===== src/rtl/patch_step_scheduler.sv =====
// Finite-difference step sequencer for a 3-patch MLAB: reads neighbour operands,
// hands them to a fixed-latency compute unit, writes the result and rotates patch roles.
module patch_step_scheduler #(
  parameter int PATCH_SIZE = 16,
  parameter int DATA_W     = 18,
  parameter int COMP_LAT   = 1,
  parameter int STEP_W     = 16,
  localparam int AW        = $clog2(PATCH_SIZE)
) (
  input  logic                     clk,
  input  logic                     rst_n,
  input  logic                     start,
  input  logic [STEP_W-1:0]        num_steps,
  output logic                     busy,
  output logic                     done,
  output logic [STEP_W-1:0]        step_cnt,
  output logic [AW-1:0]            mem_addr,
  output logic [1:0]               mem_patch,
  output logic                     mem_we,
  output logic signed [DATA_W-1:0] mem_wdata,
  input  logic signed [DATA_W-1:0] mem_rdata,
  output logic signed [DATA_W-1:0] c_left,
  output logic signed [DATA_W-1:0] c_centre,
  output logic signed [DATA_W-1:0] c_right,
  output logic signed [DATA_W-1:0] c_prev,
  output logic                     c_valid,
  input  logic signed [DATA_W-1:0] c_result
);

  // state  | meaning
  // IDLE   | waiting for start
  // RD_L   | address left neighbour (curr)
  // RD_C   | address centre (curr), capture left
  // RD_R   | address right neighbour (curr), capture centre
  // RD_P   | address same node (prev), capture right
  // CAP    | capture prev operand
  // COMP   | wait COMP_LAT cycles for the compute unit
  // WR     | write result to next patch
  // ROTATE | advance patch roles, count step
  // DONE   | one-cycle completion pulse
  typedef enum logic [3:0] {
    IDLE, RD_L, RD_C, RD_R, RD_P, CAP, COMP, WR, ROTATE, DONE
  } state_t;

  localparam int LW = (COMP_LAT > 1) ? $clog2(COMP_LAT) : 1;
  localparam logic [AW-1:0] LAST   = AW'(PATCH_SIZE - 1);
  localparam logic [LW-1:0] LAT_TC = LW'(COMP_LAT - 1);

  state_t state_q, state_d;
  logic [AW-1:0] node_q, node_d;
  logic [STEP_W-1:0] steps_q, steps_d, step_cnt_q, step_cnt_d;
  logic [1:0] prev_q, prev_d, curr_q, curr_d, next_q, next_d;
  logic [LW-1:0] lat_q, lat_d;
  logic signed [DATA_W-1:0] left_q, left_d, centre_q, centre_d, right_q, right_d;
  logic signed [DATA_W-1:0] prevop_q, prevop_d, wdata_q, wdata_d;

  always_ff @(posedge clk or negedge rst_n) begin
    if (!rst_n) begin
      state_q    <= IDLE;
      node_q     <= '0;
      steps_q    <= '0;
      step_cnt_q <= '0;
      prev_q     <= 2'd0;
      curr_q     <= 2'd1;
      next_q     <= 2'd2;
      lat_q      <= '0;
      left_q     <= '0;
      centre_q   <= '0;
      right_q    <= '0;
      prevop_q   <= '0;
      wdata_q    <= '0;
    end else begin
      state_q    <= state_d;
      node_q     <= node_d;
      steps_q    <= steps_d;
      step_cnt_q <= step_cnt_d;
      prev_q     <= prev_d;
      curr_q     <= curr_d;
      next_q     <= next_d;
      lat_q      <= lat_d;
      left_q     <= left_d;
      centre_q   <= centre_d;
      right_q    <= right_d;
      prevop_q   <= prevop_d;
      wdata_q    <= wdata_d;
    end
  end

  always_comb begin
    state_d    = state_q;
    node_d     = node_q;
    steps_d    = steps_q;
    step_cnt_d = step_cnt_q;
    prev_d     = prev_q;
    curr_d     = curr_q;
    next_d     = next_q;
    lat_d      = lat_q;
    left_d     = left_q;
    centre_d   = centre_q;
    right_d    = right_q;
    prevop_d   = prevop_q;
    wdata_d    = wdata_q;
    mem_addr   = '0;
    mem_patch  = 2'd0;
    mem_we     = 1'b0;
    c_valid    = 1'b0;
    done       = 1'b0;
    case (state_q)
      IDLE: begin
        if (start) begin
          steps_d    = num_steps;
          step_cnt_d = '0;
          node_d     = '0;
          state_d    = (num_steps == '0) ? DONE : RD_L;
        end
      end
      RD_L: begin
        mem_addr  = (node_q == '0) ? '0 : node_q - AW'(1);
        mem_patch = curr_q;
        state_d   = RD_C;
      end
      RD_C: begin
        mem_addr  = node_q;
        mem_patch = curr_q;
        left_d    = (node_q == '0) ? '0 : mem_rdata;
        state_d   = RD_R;
      end
      RD_R: begin
        mem_addr  = (node_q == LAST) ? node_q : node_q + AW'(1);
        mem_patch = curr_q;
        centre_d  = mem_rdata;
        state_d   = RD_P;
      end
      RD_P: begin
        mem_addr  = node_q;
        mem_patch = prev_q;
        right_d   = (node_q == LAST) ? '0 : mem_rdata;
        state_d   = CAP;
      end
      CAP: begin
        prevop_d = mem_rdata;
        lat_d    = LAT_TC;
        state_d  = COMP;
      end
      COMP: begin
        c_valid = (lat_q == LAT_TC);
        if (lat_q == '0) begin
          wdata_d = c_result;
          state_d = WR;
        end else begin
          lat_d = lat_q - LW'(1);
        end
      end
      WR: begin
        mem_we    = 1'b1;
        mem_addr  = node_q;
        mem_patch = next_q;
        if (node_q == LAST) begin
          state_d = ROTATE;
        end else begin
          node_d  = node_q + AW'(1);
          state_d = RD_L;
        end
      end
      ROTATE: begin
        prev_d     = curr_q;
        curr_d     = next_q;
        next_d     = prev_q;
        step_cnt_d = step_cnt_q + STEP_W'(1);
        node_d     = '0;
        state_d    = (step_cnt_q + STEP_W'(1) == steps_q) ? DONE : RD_L;
      end
      DONE: begin
        done    = 1'b1;
        state_d = IDLE;
      end
      default: state_d = IDLE;
    endcase
  end

  assign busy      = (state_q != IDLE);
  assign step_cnt  = step_cnt_q;
  assign mem_wdata = wdata_q;
  assign c_left    = left_q;
  assign c_centre  = centre_q;
  assign c_right   = right_q;
  assign c_prev    = prevop_q;

endmodule


===== config.mk =====
export PLATFORM = sky130hd
export DESIGN_NAME = patch_step_scheduler
export DESIGN_NICKNAME = d
export VERILOG_FILES = /design/src/rtl/patch_step_scheduler.sv
export SDC_FILE = /design/constraint.sdc
export NUM_CORES = 1
export LEC_CHECK = 0
export ABC_AREA = 1
export ABC_CLOCK_PERIOD_IN_PS = 2009
export CORE_MARGIN = 1.5
export CORE_UTILIZATION = 40
export CTS_BUF_LIST = sky130_fd_sc_hd__clkbuf_16
export CTS_CLUSTER_SIZE = 24
export DETAILED_ROUTE_END_ITERATION = 16
export PLACE_DENSITY = 0.75
export SLEW_MARGIN = 20
export SYNTH_ARGS = -nofsm -noshare
export SYNTH_HDL_FRONTEND = slang
export SYNTH_SLANG_ARGS = --single-unit

===== constraint.sdc =====
create_clock -name clk -period 2.01 [get_ports clk]
set_input_delay 0.201 -clock clk [delete_from_list [all_inputs] [get_ports clk]]
set_output_delay 0.201 -clock clk [all_outputs]
set_load 0.1 [all_outputs]

* Word-level counts from Yosys, hierarchy flattened
Index checks and enable logic that the tools add are counted.
Storage, ports and cells: bits in registers 137, input port bits 55, output and inout bits 116, word-level logic and storage cells 66
Cells by class: add/sub/neg operators 4, equal/unequal tests 13, multiplexer cells 21, bitwise operators 1, reduce and logical (&&, ||, !) cells 14
Operator list (number):
- 18-bit 2-to-1 mux | 2
- 4-bit case mux with 9 select lines | 1
- 4-bit 2-to-1 mux | 8
- 16-bit case mux with 2 select lines | 1
- 4-bit case mux with 3 select lines | 2
- 16-bit by 1-bit adder with 16-bit output (second input constant) | 1
- 16-bit == test | 1
- 4-bit by 3-bit == test with 1-bit output (second input constant) | 4
- 16-bit zero test | 1
- 16-bit 2-to-1 mux | 1
- 4-bit == test (second input constant) | 3
- 2-bit AND reduction | 5
- 4-bit by 2-bit == test with 1-bit output (second input constant) | 2
- 4-bit zero test | 2
- 2-bit case mux with 3 select lines | 1
- 3-bit OR reduction | 2
- 4-bit by 1-bit adder with 4-bit output (second input constant) | 1
- 4-bit by 1-bit == test with 1-bit output (second input constant) | 1
- 1-bit 2-to-1 mux | 4
- 2-bit inequality test (second input constant) | 2
- 2-bit nonzero test | 2
- 4-bit nonzero test | 1
- 4-bit by 1-bit subtractor with 4-bit output (second input constant) | 1
- 3-bit nonzero test | 1
- other kinds (3) | 3

* Longest topological paths before layout
Gate-level depths: netlist (run 1).
depth after elaboration 4, mapped depth 13, depth with buffers taken out 13

* Least setup slack after synthesis (run 1)
No wires, ideal clock.
path type flip-flop to output port, from register state_q[3], to output port mem_addr[2], data arrival time 4004 ps, slack -2195 ps, cell stages (with the launch flop) 8, cells stage by stage dfrtp_1 -> nor2_1 -> inv_1 -> nor2_1 -> inv_2 -> nand3_1 -> a21oi_1 -> o221ai_1
Between the ends: word-level cells in the longest chain between the ends 3, elaborated cells on any way between the ends 7, those cells by class 5 x eq/ne; 1 x mux; 1 x reduce/logical
Ends and longest elaborated chain:
- start: declaration | RTL line 49 | state_t state_q, state_d;
- start signal: assignment | RTL line 73 | state_q <= state_d;
- 4-bit by 3-bit == test with 1-bit output or 4-bit by 2-bit == test with 1-bit output (tied branches) | RTL line 108 | case (state_q)
- 3-bit OR reduction (no line)
- 4-bit case mux with 3 select lines (*) | RTL line 108
- end: declaration | RTL line 17 | output logic [AW-1:0] mem_addr,
Every way passes the cells marked *; elsewhere a longest branch is shown, timed or not.

* Final worst setup path (run 1)
from register node_q[0], to output port mem_addr[2]
Between the ends: word-level cells in the longest chain between the ends 3, elaborated cells on any way between the ends 7, those cells by class 2 x add/sub; 1 x eq/ne; 3 x mux; 1 x reduce/logical
Ends and longest elaborated chain:
- start: declaration | RTL line 50 | logic [AW-1:0] node_q, node_d;
- start signal: assignment | RTL line 74 | node_q <= node_d;
- 4-bit by 1-bit adder with 4-bit output (tied with other cells) | RTL line 129 | mem_addr = (node_q == LAST) ? node_q : node_q + AW'(1);
- 4-bit 2-to-1 mux (on tied branches)
- 4-bit case mux with 3 select lines (*) | RTL line 108
Marked as above.

==> metrics.txt, run 1 <==
Non-Filler Instances 1,094; main flop type after synthesis dfrtp_1; DRC viols 0; worst slack, placed -0.00810 ns; gpl congestion 0.924; mapped cell area 5950 sq um; Yosys warning total 0; most frequent cells in the layout 221 x nand2_1, 136 x buf_4, 121 x dfrtp_1, 93 x o21ai_0, 63 x inv_1; RSZ-0062 raised after global routing true; critical path class register to primary output; vias per cell 5.06; Sink Count 136; failing checks setup timing; Post-synth EDFFs 0; vias 5,533; Yosys reg bits 136; H-Tree Level Count 4; core area 14,500 sq um; Worst-path clk slew 0.06 ns; CTS max path bufs 2; Period Utilization, post-route 106%; Initial Utilization 40.9%; # diodes 0; total track usage 22.0%; layout net count 955; syn_area_per_cell 8.54 sq um; Tmin final 2.13 ns; pin count of the biggest net entering global routing 42; max-slew violations 0; first-pass GRT wire length 27,600 um; grt total ovfl 0; min-delay worst type input pin to asynchronous set/reset pin; FFs w/ async S/R, synth 100%; crit path capture type primary output; Die W 125 um; Fin Hold WS 0.273 ns; first drt pass iteration count 5; drt wl/cell 15.5 um; Max Fclk 0.468 GHz; Setup Skew 0.00732 ns; final setup violation count 5; HPWL after DPL 11,800 um; DIE HEIGHT 125 um; remaining antenna violation count 0; final-layout fill cell count 1,267; # IOs 171; Final Hold Fails 0; Clk Latency, worst-skew pair 0.41 ns; die area 15,600 sq um; CP arrival 1.93 ns; Num CTS Buffers 17; CTS tree done; Iter 0 DRT Violations 307; critical-path maximum fanout 5; WP data required 1.81 ns; DP Cell Count 1,044; number of max-cap violations 0; Slew HR 54.2%; FP Rows 44; Net Count, Synth 754; Worst Slack Setup Final -0.125 ns; Syn-to-layout area delta 46.7%; Critical Path Source Type register; share of cells above drive strength 1 26.4%; outcome finished with violations; post-synthesis cell type count 32; commonest non-fill, non-tap cell in the layout nand2_1; Synth Instances 696; Total Routed Length 16,900 um; Sum Neg Setup Slack -0.480 ns; Slew @ Worst Pin 0.687 ns; Seq/Total Area, Yosys 57.3%; vias in the first global route 5,501; initial antenna violation count 0; input/output buffers 170; CTS root buf clkbuf_16
==> flip-flops by register name, indices dropped and copies added (netlist names) <==
register and count:
c_centre 18, state_q 4, mem_wdata 18, c_prev 18, curr_q 2, prev_q 2, node_q 4, c_left 18
next_q 2, c_right 18, step_cnt 16, steps_q 16
==> Yosys cell counts, types with 2 or more instances <==
| master | n | area share [%] |
|---|---|---|
| nand2_1 | 223 | 14 |
| nor2_4 | 3 | 0.57 |
| nand2_2 | 3 | 0.32 |
| dfrtp_1 | 134 | 56 |
| o211ai_1 | 2 | 0.25 |
| a21oi_1 | 12 | 1.0 |
| nor2_1 | 38 | 2.4 |
| xor2_1 | 5 | 0.74 |
| o22ai_1 | 15 | 1.6 |
| inv_1 | 69 | 4.4 |
| clkbuf_1 | 21 | 1.3 |
| nand3b_1 | 7 | 0.88 |
| nand4_1 | 9 | 0.95 |
| nor4_1 | 2 | 0.21 |
| buf_2 | 2 | 0.17 |
| ha_1 | 3 | 0.63 |
| o21ai_0 | 95 | 8.0 |
| nor2_2 | 2 | 0.21 |
| dfstp_2 | 2 | 0.88 |
| xnor2_1 | 3 | 0.44 |
| o21ai_1 | 2 | 0.17 |
| nor3_1 | 4 | 0.34 |
| o221ai_1 | 4 | 0.59 |
| nand3_1 | 24 | 2.0 |
| inv_2 | 5 | 0.32 |
==> final cells by class <==
type	instances	area [sq um]	share of cell area (%)
Sequential cell	136	3420	39.2
Multi-Input combinational cell	463	2400	27.5
Timing Repair Buffer	205	1840	21.1
Clock buffer	17	425	4.88
Inverter	74	288	3.30
Tap cell	184	230	2.64
Clock inverter	15	115	1.32
==> metal layers <==
metal,wire length [um],vias to the layer above,GRT usage [%]
li1,-,2660,-
met1,7010,2645,27.5
met2,8100,205,36.0
met3,1600,23,8.56
met4,242,0,6.08
met5,0,-,0
==> path summary, 6_finish.rpt <==
path                                     from       endpoint  slack [ns]  cells past startpoint
max in group asynchronous               rst_n      c_left[8]        1.08                      3
worst min-delay path                    rst_n     steps_q[5]        0.27                      2
worst max register to register     state_q[0]      node_q[3]        0.16                      8
min in group clk                 c_result[12]  mem_wdata[12]        0.32                      3
worst min register to register  mem_wdata[15]  mem_wdata[15]        0.48                      2
worst max-delay path                node_q[0]    mem_addr[2]       -0.12                      9
==> logic make-up after synthesis <==
family / share of synthesized area [%]
simple gates: 22.2
xor+xnor: 1.56
compound gates: 12.1
buf+inv: 6.16
flops: 57.3
fa+ha+maj: 0.631
==> metrics by stage <==
| stage | area [sq um] | utilization, % |
|---|---|---|
| after floorplan | 6060 | - |
| after global placement | 7880 | 54.2 |
| after detailed placement | 7880 | 54.2 |
| after CTS | 8620 | 59.3 |
| after global routing | 8720 | 60.0 |
| final | 8720 | 60.0 |
==> worst max-delay path: stages, from the launching register on <==
cell	delay [ns]
dfrtp_1	0.38
inv_2	0.06
ha_4	0.17
nand2_4	0.07
nor2_4	0.03
nor3_2	0.15
buf_4	0.18
a21oi_4	0.07
o221ai_4	0.21
buf_12	0.21
==> timing repair <==
action,CTS,global route
hold buffers,1,0
setup endpoints to repair,6,10
gates resized for setup,25,16
hold endpoints to repair,35,0
pin swaps,7,4
setup buffers,11,6
Power of run 1 is left out: the tool's default activity adds up to more than one toggle a clock period on the data nets, which glitch-free logic cannot reach.
==> run 2, diff against run 1 <==
Settings changed: GPL_TIMING_DRIVEN from default to 0, PLACE_DENSITY 0.75 to 0.72, SLEW_MARGIN 20 to 10.
==> metrics.txt, run 2 (synthesis results as in run 1) <==
hold_sp c_result[5]; critical path cell sequence inv_2 > buf_4 > nor3_1 > o21ai_0 > o221ai_2 > buf_8; Num CTS Buffers 17; Syn-to-layout area delta 48.1%; vias per cell 5.09; total track usage 22.8%; Slew HR 30.4%; FF-to-FF path depth 8; pin count of the biggest net entering global routing 70; remaining antenna violation count 0; CTS max path bufs 2; Worst-path clk slew 0.05 ns; # diodes 0; Sum Neg Setup Slack -0.746 ns; worst slack, placed -1.03 ns; core area 14,500 sq um; outcome finished with violations; HPWL after DPL 12,200 um; gpl congestion 0.929; WP data required 1.81 ns; Max Fclk 0.456 GHz; initial antenna violation count 0; worst path bufs/invs 3; Iter 0 DRT Violations 411; Critical Path Source Type register; Clk Latency, worst-skew pair 0.42 ns; first-pass GRT wire length 28,600 um; Period Utilization, post-route 109%; Tmin final 2.19 ns; Worst Slack Setup Final -0.181 ns; Initial Utilization 40.9%; critical path class register to primary output; # IOs 171; grt total ovfl 0; DRC viols 0; Worst path max stage delay 0.37 ns; final setup violation count 6; H-Tree Level Count 4; slowest CP cell dfrtp_1; Sink Count 136; input/output buffers 170; vias 5,604; most frequent cells in the layout 219 x nand2_1, 119 x dfrtp_1, 106 x dlygate4sd2_1, 93 x o21ai_0, 64 x inv_1; first drt pass iteration count 6; Layout Utilization 60.6%; Final Hold Fails 0; CP arrival 1.99 ns; layout net count 965; failing checks setup timing; min-delay worst type input pin to register; number of max-cap violations 0; Reg2Reg Setup Slack 0.15 ns; Worst R2R End c_left[14]; vias in the first global route 5,639; DIE HEIGHT 125 um; die area 15,600 sq um; hold path depth 3; crit path capture type primary output; drt wl/cell 16.0 um; share of cells above drive strength 1 14.1%; CTS tree done; FP Rows 44; CTS root buf clkbuf_16; commonest non-fill, non-tap cell in the layout nand2_1; worst-case hold path end point mem_wdata[5]; RSZ-0062 raised after global routing true; Setup Skew 0.0148 ns; Top delay family on crit path buffers and inverters; max-slew violations 0; r2r startpoint node_q[1]; critical-path maximum fanout 4; Slew @ Worst Pin 1.05 ns; Die W 125 um; Total Routed Length 17,600 um
-- run 2: cell count changes in the layout (fill, tap and decap cells not counted), moves of 3 or more --
cell and delta:
buf_12 -9, buf_4 -119, buf_6 +4, clkbuf_1 +16
clkbuf_4 +3, clkinv_4 -3, dlygate4sd2_1 +106, nand2_2 +3
-- run 2: worst register-to-register path: cells and delay by family, from the launching register on --
kind	cells	cell delay (ns)
compound gates	1	0.13
fa+ha+maj	1	0.15
buf+inv	3	0.74
flops	1	0.41
simple gates	3	0.29
-- run 2: cell type report --
class	count	area, sq um
buffer	23	129
clock buffer	17	425
clock inverter	13	116
fill	1279	5730
inverter	74	288
multi-input combinational	463	2380
sequential	136	3420
tap	184	230
timing repair buffer	192	1810
-- run 2: timing repair --
item,in CTS,in global routing
pin swaps,9,8
hold buffers,1,0
resized for setup,210,27
endpoints found under the hold margin,66,0
buffers inserted,14,6
endpoints found under the setup margin,126,21
-- run 2: worst max-delay path by stage --
stage / from / end / slack (ns) / cells past startpoint
2_1_floorplan: state_q[3] / mem_addr[0] / -0.61 / 6
3_3_place_gp: rst_n / step_cnt[11] / -5.27 / 1
3_5_place_dp: node_q[0] / mem_addr[2] / -1.03 / 8
4_1_cts: node_q[1] / mem_addr[3] / -0.16 / 9
5_1_grt: node_q[0] / mem_addr[3] / -0.26 / 7
6_report: node_q[0] / mem_addr[3] / -0.18 / 6
-- run 2: per-layer routing --
metal | global-route usage [%] | routed length [um] | vias up
met2 | 38.1 | 8530 | 205
met4 | 7.29 | 311 | 0
met3 | 7.87 | 1540 | 28
met1 | 28.0 | 7230 | 2693
li1 | - | - | 2678
met5 | 0 | 0 | -
-- run 2: stage by stage --
stage | std cells | area [sq um] | hold slack, ns
floorplan | 696 | 6060 | -0.0946
global placement | 1050 | 7990 | 0.461
detailed placement | 1051 | 8020 | 0.250
CTS | 1096 | 8690 | 0.318
global route | 1102 | 8810 | 0.329
finish | 1102 | 8810 | 0.330
Power of run 2 is left out for the same reason.
==> run 3, diff against run 2 <==
Settings changed: MAX_ROUTING_LAYER from default to met4.
==> metrics.txt, run 3 (synthesis results as in run 1) <==
outcome finished with violations; failing checks setup timing; Period Utilization, post-route 108%; Total Routed Length 17,700 um; H-Tree Level Count 4; HPWL after DPL 12,200 um; layout net count 965; worst slack, placed -1.03 ns; CTS root buf clkbuf_16; Worst-path clk slew 0.05 ns; Slew @ Worst Pin 1.05 ns; critical path cell sequence inv_2 > buf_4 > nor3_1 > o21ai_0 > o221ai_2 > buf_8; final setup violation count 6; pin count of the biggest net entering global routing 70; CP arrival 1.97 ns; vias per cell 5.10; grt total ovfl 0; max-slew violations 0; crit path capture type primary output; share of cells above drive strength 1 14.1%; first drt pass iteration count 5; gpl congestion 0.946; commonest non-fill, non-tap cell in the layout nand2_1; Slew HR 30.4%; total track usage 23.5%; Tmin final 2.17 ns; core area 14,500 sq um; hold_sp c_result[5]; RSZ-0062 raised after global routing true; vias in the first global route 5,668; FP Rows 44; Syn-to-layout area delta 48.1%; most frequent cells in the layout 219 x nand2_1, 119 x dfrtp_1, 106 x dlygate4sd2_1, 93 x o21ai_0, 64 x inv_1; initial antenna violation count 0; Die W 125 um; # diodes 0; Num CTS Buffers 17; number of max-cap violations 0; Worst Slack Setup Final -0.160 ns; WP data required 1.81 ns; Max Fclk 0.461 GHz; vias 5,624; CTS max path bufs 2; die area 15,600 sq um; Critical Path Source Type register; DRC viols 0; CTS tree done; drt wl/cell 16.0 um; # IOs 171; critical-path maximum fanout 4; input/output buffers 170; Final Hold Fails 0; Iter 0 DRT Violations 372; Clk Latency, worst-skew pair 0.41 ns; Worst Setup SP node_q[0]; r2r startpoint node_q[1]; DIE HEIGHT 125 um; Worst path max stage delay 0.37 ns; critical path class register to primary output; remaining antenna violation count 0; Sink Count 136; Initial Utilization 40.9%; first-pass GRT wire length 28,600 um; Setup Skew 0.0128 ns; slowest CP cell dfrtp_1; min-delay worst type input pin to register
==> run 3: cell counts in the layout (fill, tap and decap cells not counted) <==
No cell type changed its count.
==> run 3: final timing paths <==
kind / end / slack, ns / cells past startpoint
worst min-delay path: mem_wdata[5] / 0.33 / 3
max in group asynchronous: state_q[2] / 0.87 / 3
worst max-delay path: mem_addr[3] / -0.16 / 6
worst max register to register: c_left[15] / 0.15 / 8
worst min register to register: mem_wdata[3] / 0.47 / 2
min in group asynchronous: steps_q[5] / 0.37 / 2
==> run 3: per-layer routing <==
layer	vias up	wire length [um]	track usage [%]
met5	-	0	-
met4	0	222	7.29
met3	25	1320	6.89
met2	211	8660	38.0
met1	2713	7480	28.8
li1	2675	-	-
==> run 3: area by class of cell <==
cell class                      count  area [sq um]
Timing Repair Buffer              192          1810
Inverter                           74           288
Multi-Input combinational cell    463          2380
Fill cell                        1279          5730
Sequential cell                   136          3420
Clock buffer                       17           425
Tap cell                          184           230
Clock inverter                     13           116
Buffer                             23           129
==> run 3: what timing repair did <==
| item | CTS | global route |
|---|---|---|
| setup endpoints to repair | 126 | 21 |
| setup buffers | 14 | 6 |
| hold endpoints to repair | 66 | 0 |
| resized for setup | 210 | 27 |
| hold buffers | 1 | 0 |
| pin swaps | 9 | 8 |
==> run 3: through the flow <==
step / TNS, ns / instance area, sq um / hold WS, ns / utilization [%] / cells
after global routing: -1.20 / 8810 / 0.329 / 60.6 / 1102
after detailed placement: -8.13 / 8020 / 0.250 / 55.2 / 1051
after global placement: -656.19 / 7990 / 0.461 / 55.0 / 1050
after floorplan: -2.28 / 6060 / -0.0946 / - / 696
after CTS: -0.547 / 8690 / 0.318 / 59.8 / 1096
final: -0.700 / 8810 / 0.334 / 60.6 / 1102
==> run 3: critical path: cells and delay by family, from the launching register on <==
| family | cells | cell delay (ns) |
|---|---|---|
| buf+inv | 3 | 0.44 |
| compound gates | 2 | 0.44 |
| flops | 1 | 0.37 |
| simple gates | 1 | 0.30 |
Power of run 3 is left out for the same reason.
